<file path="src/rtl/phase2iq.sv">
// phase2iq: iterative rotation-mode CORDIC turning (angle, amplitude) into an (I,Q) pair.
// One micro-rotation per clock behind a start/busy/done handshake; x/y hold until the next done.
module phase2iq #(
    parameter int INPUTBITSIZE  = 13,
    parameter int OUTPUTBITSIZE = 19,
    parameter int ITERATIONS    = 11,
    parameter int GUARD         = 3
) (
    input  logic                            clock,
    input  logic                            reset,
    input  logic                            start,
    output logic                            busy,
    output logic                            done,
    input  logic signed [OUTPUTBITSIZE-1:0] angle,
    input  logic signed [INPUTBITSIZE-1:0]  ampl,
    output logic signed [INPUTBITSIZE-1:0]  x,
    output logic signed [INPUTBITSIZE-1:0]  y
);
    localparam int DW = INPUTBITSIZE + GUARD + 1;
    localparam int PW = INPUTBITSIZE + 16;
    localparam int IW = (ITERATIONS > 1) ? $clog2(ITERATIONS) : 1;

    localparam logic signed [OUTPUTBITSIZE-1:0] ZMAX     = OUTPUTBITSIZE'(3217);
    localparam logic signed [OUTPUTBITSIZE-1:0] ZMIN     = OUTPUTBITSIZE'(-3217);
    localparam logic signed [OUTPUTBITSIZE-1:0] HALF_POS = OUTPUTBITSIZE'(1608);
    localparam logic signed [OUTPUTBITSIZE-1:0] HALF_NEG = OUTPUTBITSIZE'(-1608);
    localparam logic signed [PW-1:0]            KSCALE   = PW'(19899);
    localparam logic signed [DW:0]              RND      = (DW+1)'(2 ** (GUARD - 1));
    localparam logic signed [DW:0]              OMAX     = (DW+1)'(2 ** (INPUTBITSIZE - 1) - 1);
    localparam logic signed [DW:0]              OMIN     = (DW+1)'(-(2 ** (INPUTBITSIZE - 1)));

    typedef enum logic [1:0] {S_IDLE, S_LOAD, S_ITER, S_DONE} state_t;

    state_t                          state, state_next;
    logic signed [OUTPUTBITSIZE-1:0] angle_r, z, z_clamp, z_fold, z_next;
    logic signed [INPUTBITSIZE-1:0]  ampl_r;
    logic signed [PW-1:0]            prod;
    logic signed [DW-1:0]            ak, xr, yr, x_fold, y_fold, x_next, y_next, x_sh, y_sh;
    logic [IW-1:0]                   iter;

    function automatic logic signed [OUTPUTBITSIZE-1:0] atan_q10(input int idx);
        logic signed [OUTPUTBITSIZE-1:0] v;
        case (idx)
            0:       v = OUTPUTBITSIZE'(804);
            1:       v = OUTPUTBITSIZE'(475);
            2:       v = OUTPUTBITSIZE'(251);
            3:       v = OUTPUTBITSIZE'(127);
            4:       v = OUTPUTBITSIZE'(64);
            5:       v = OUTPUTBITSIZE'(32);
            6:       v = OUTPUTBITSIZE'(16);
            7:       v = OUTPUTBITSIZE'(8);
            8:       v = OUTPUTBITSIZE'(4);
            9:       v = OUTPUTBITSIZE'(2);
            10:      v = OUTPUTBITSIZE'(1);
            default: v = '0;
        endcase
        return v;
    endfunction

    // Drop the guard bits with round-half-up, then clip to the output range.
    function automatic logic signed [INPUTBITSIZE-1:0] round_sat(input logic signed [DW-1:0] v);
        logic signed [DW:0] t;
        t = ((DW+1)'(v) + RND) >>> GUARD;
        if (t > OMAX)
            return INPUTBITSIZE'(OMAX);
        if (t < OMIN)
            return INPUTBITSIZE'(OMIN);
        return INPUTBITSIZE'(t);
    endfunction

    // Start-up vector: clamp, remove CORDIC gain up front, and fold into the convergence range.
    always_comb begin
        z_clamp = angle_r;
        if (angle_r > ZMAX)
            z_clamp = ZMAX;
        else if (angle_r < ZMIN)
            z_clamp = ZMIN;

        prod = PW'(ampl_r) * KSCALE;
        ak   = DW'(prod >>> 15) <<< GUARD;

        x_fold = ak;
        y_fold = '0;
        z_fold = z_clamp;
        if (z_clamp > HALF_POS) begin
            x_fold = '0;
            y_fold = ak;
            z_fold = z_clamp - HALF_POS;
        end else if (z_clamp < HALF_NEG) begin
            x_fold = '0;
            y_fold = -ak;
            z_fold = z_clamp - HALF_NEG;
        end
    end

    always_comb begin
        x_sh = xr >>> iter;
        y_sh = yr >>> iter;
        if (!z[OUTPUTBITSIZE-1]) begin
            x_next = xr - y_sh;
            y_next = yr + x_sh;
            z_next = z - atan_q10(int'(iter));
        end else begin
            x_next = xr + y_sh;
            y_next = yr - x_sh;
            z_next = z + atan_q10(int'(iter));
        end
    end

    always_ff @(posedge clock or posedge reset) begin
        if (reset)
            state <= S_IDLE;
        else
            state <= state_next;
    end

    always_comb begin
        state_next = state;
        busy       = 1'b1;
        case (state)
            S_IDLE: begin
                busy = 1'b0;
                if (start)
                    state_next = S_LOAD;
            end
            S_LOAD:  state_next = S_ITER;
            S_ITER: begin
                if (iter == IW'(ITERATIONS - 1))
                    state_next = S_DONE;
            end
            S_DONE:  state_next = S_IDLE;
            default: state_next = S_IDLE;
        endcase
    end

    always_ff @(posedge clock or posedge reset) begin
        if (reset) begin
            angle_r <= '0;
            ampl_r  <= '0;
            xr      <= '0;
            yr      <= '0;
            z       <= '0;
            iter    <= '0;
            x       <= '0;
            y       <= '0;
            done    <= 1'b0;
        end else begin
            done <= 1'b0;
            case (state)
                S_IDLE: begin
                    if (start) begin
                        angle_r <= angle;
                        ampl_r  <= ampl;
                    end
                end
                S_LOAD: begin
                    xr   <= x_fold;
                    yr   <= y_fold;
                    z    <= z_fold;
                    iter <= '0;
                end
                S_ITER: begin
                    xr   <= x_next;
                    yr   <= y_next;
                    z    <= z_next;
                    iter <= iter + 1'b1;
                end
                S_DONE: begin
                    x    <= round_sat(xr);
                    y    <= round_sat(yr);
                    done <= 1'b1;
                end
                default: ;
            endcase
        end
    end
endmodule

</file>
<file path="config.mk">
export PLATFORM = sky130hd
export DESIGN_NAME = phase2iq
export DESIGN_NICKNAME = d
export VERILOG_FILES = /design/src/rtl/phase2iq.sv
export SDC_FILE = /design/constraint.sdc
export NUM_CORES = 1
export LEC_CHECK = 0
export BUFFER_PORTS_ARGS = -buffer_cell sky130_fd_sc_hd__buf_2
export CORE_MARGIN = 2
export CORE_UTILIZATION = 35
export DETAILED_ROUTE_END_ITERATION = 10
export PLACE_DENSITY = 0.61
export REMOVE_ABC_BUFFERS = 1
export SLEW_MARGIN = 20
export SYNTH_ARGS = -nofsm -noshare
export SYNTH_HDL_FRONTEND = slang
export SYNTH_SLANG_ARGS = --single-unit
</file>
<file path="constraint.sdc">
create_clock -name clock -period 9.1 [get_ports clock]
set_input_delay 1.365 -clock clock [delete_from_list [all_inputs] [get_ports clock]]
set_output_delay 1.365 -clock clock [all_outputs]
set_load 0.02 [all_outputs]
</file>
==> results.tsv <==
metric	value	unit
io_buffers	62	
netlist_area	15300	um^2
ys_warn_count	0	
setup_violations	0	
grt_max_degree	73	
grt_pass1_wl	66.7	mm
fin_tns_setup	0	ns
num-fill-cells	4343	
cpPeakStageDelay	0.58	ns
post-route-period-util	73.2	%
finClkSkew	0.0185	ns
fp.dieH	213	um
clk_pin_slew	0.06	ns
hold_class	register to register	
worstPathRequired	9.39	ns
multiInputGateArea	11400	um^2
antenna_found_initial	0	
syn_area_per_cell	8.72	um^2
nNetsFinal	2031	
areaGrowthSynthToFinish	9.32	%
drv_slew	0	
fin_crit	6.66	ns
cts_hold_buf	0	
outcome	finished clean	
relSlewSlack	32.9	%
root_buffer	clkbuf_16	
worst_slew_pin_slew	1.00	ns
ys.flop_type	dfrtp_1	
syn-instance-count	1752	
synth-seq-cells	118	
clock-sinks	118	
hold_violations	0	
synth.distinct_cells	80	
synth_edf_count	0	
avgViaCountPerCell	5.47	
crit_type	register to register	
rows	76	
rsz0062_at_grt	no	
fmax	0.150	GHz
cts_resized	0	
critPathMaxFanout	8	
cp-start-kind	register	
clock_path_buffers	2	
cts_tree	built	
wl_per_cell	17.6	um
drive_gt1_share	12.1	%
drtIter0Drc	785	
io_pins	63	
crit_arrival	6.96	ns
core_region_area	43100	um^2
setup.worst_path.end_class	register	
cts-htree-levels	4	
overflow	0	
dp_hpwl	32.3	mm
cts_buffers	17	
seq_area_frac_synth	19.3	%
ant_nets	0	
place_congestion	0.847	
post_cts_buffers	0	
insertion_delay	0.45	ns
grt_use_total	18.7	%
dieWidth	213	um
vias	12800	
cpMaxStageDelayCell	or4_1	
drc_errors	0	
fin_hold_ws	0.470	ns
grt_pass1_vias	12400	
regArea	2950	um^2
initial_core_util	35.5	%
crit_top_cell	fa_1	
die_area	45300	um^2
synthArstFlopShare	100	%
firstDrtPassIters	5	
antenna_cells	0	
wl	41.4	mm
path_cells	fa_1 -> fa_1 -> fa_1 -> inv_1 -> fa_1 -> inv_1 -> fa_1 -> ha_1 -> ha_1 -> a21oi_1 -> nand3_1 -> a211oi_1 -> a211oi_1 -> xor2_1 -> nand4b_1 -> or4_1 -> o21ai_1 -> xor2_1 -> o221ai_1	
drv_cap	0	
==> sequential cells by signal, summed over array words and instances (netlist names) <==
name / flops
angle_r: 19
z: 19
xr: 17
yr: 17
ampl_r: 13
x: 13
y: 13
iter: 4
state: 2
done: 1
==> cells in the mapped netlist, types with 8 or more instances <==
master	n	area [um^2]
a211oi_1	11	82.6
a21o_1	26	195
a21oi_1	126	631
a221oi_1	15	131
a22oi_1	10	75.1
a31oi_1	23	144
and2_1	16	100
and3_1	13	81.3
buf_1	13	48.8
clkbuf_1	74	278
dfrtp_1	118	2950
fa_1	72	1440
ha_1	174	2180
inv_1	152	571
mux2_2	50	563
mux2i_1	14	140
mux4_2	31	698
nand2_1	97	364
nand2b_1	9	56.3
nand3_1	44	220
nand4_1	11	68.8
nor2_1	162	608
nor2b_1	16	100
nor3_1	36	180
o211ai_1	36	270
o21a_1	32	240
o21ai_0	83	415
o22ai_1	8	50.1
o31ai_1	11	82.6
or2_2	9	56.3
or3_1	12	75.1
xnor2_1	72	631
xor2_1	57	499
==> final cells by class <==
type	count	area share (%)
multi-input cells	1382	68.1
flip-flops and latches	118	17.7
well taps	585	4.38
inverters	155	3.50
clock buffers	22	2.84
repair buffers	76	2.49
clock inverters	9	1.03
==> layout by cell type, fill, tap and decap left out, types with 23 or more instances in the layout <==
cell	count
buf_2	62
nand2_1	97
xnor2_1	72
o21a_1	32
xor2_1	57
o21ai_0	83
a21o_1	26
nor3_1	34
nor2_1	162
o211ai_1	36
fa_1	72
ha_1	171
dfrtp_1	117
a21oi_1	126
inv_1	151
mux2_2	50
mux4_2	31
a31oi_1	23
nand3_1	44
==> logic make-up after synthesis <==
| family | after synthesis | share of synthesized area, % |
|---|---|---|
| muxes | 96 | 9.34 |
| xor gates and xnor gates | 130 | 7.54 |
| buffers and inverters | 252 | 6.37 |
| and+or+nand+nor | 454 | 14.2 |
| adders and majority gates | 246 | 23.7 |
| DFF | 118 | 19.3 |
| AOI/OAI and AO/OA | 456 | 19.6 |
==> routing by layer <==
layer | GRT usage (%) | part of all wire, % | routed length, um
met1 | 25.6 | 47 | 19300
met3 | 3.06 | 4.3 | 1790
met2 | 30.4 | 47 | 19400
met5 | 0 | 0 | 0
met4 | 5.62 | 2.1 | 860
==> critical path: cells and delay by family, from the launching register on <==
kind            cells  cell delay [ns]
compound gates      5             1.15
xor+xnor            2             0.35
fa+ha+maj           7             3.32
buf+inv             2             0.10
flops               1             0.52
simple gates        3             1.06
==> stage by stage <==
step                      util, %  cells  area [um^2]  setup slack (ns)
after floorplan                 -   1655        14900              2.99
after global placement       37.3   2316        16100              2.63
after detailed placement     37.3   2316        16100              2.51
after CTS                    38.8   2347        16700              2.49
after global routing         38.8   2347        16700              2.07
final                        38.8   2347        16700              2.44
==> path summary, 6_finish.rpt <==
kind | to | slack [ns] | start | depth (start not counted)
min in group asynchronous | angle_r[8] | 1.01 | reset | 2
setup reg to reg | yr[16] | 2.44 | ampl_r[11] | 19
setup / recovery | yr[16] | 2.44 | ampl_r[11] | 19
hold / removal | x[6] | 0.47 | x[6] | 1
hold reg to reg | x[6] | 0.47 | x[6] | 1
max in group asynchronous | y[2] | 6.66 | reset | 3
Power is left out: the tool's default activity adds up to more than one toggle a clock period on the data nets, which glitch-free logic cannot reach.
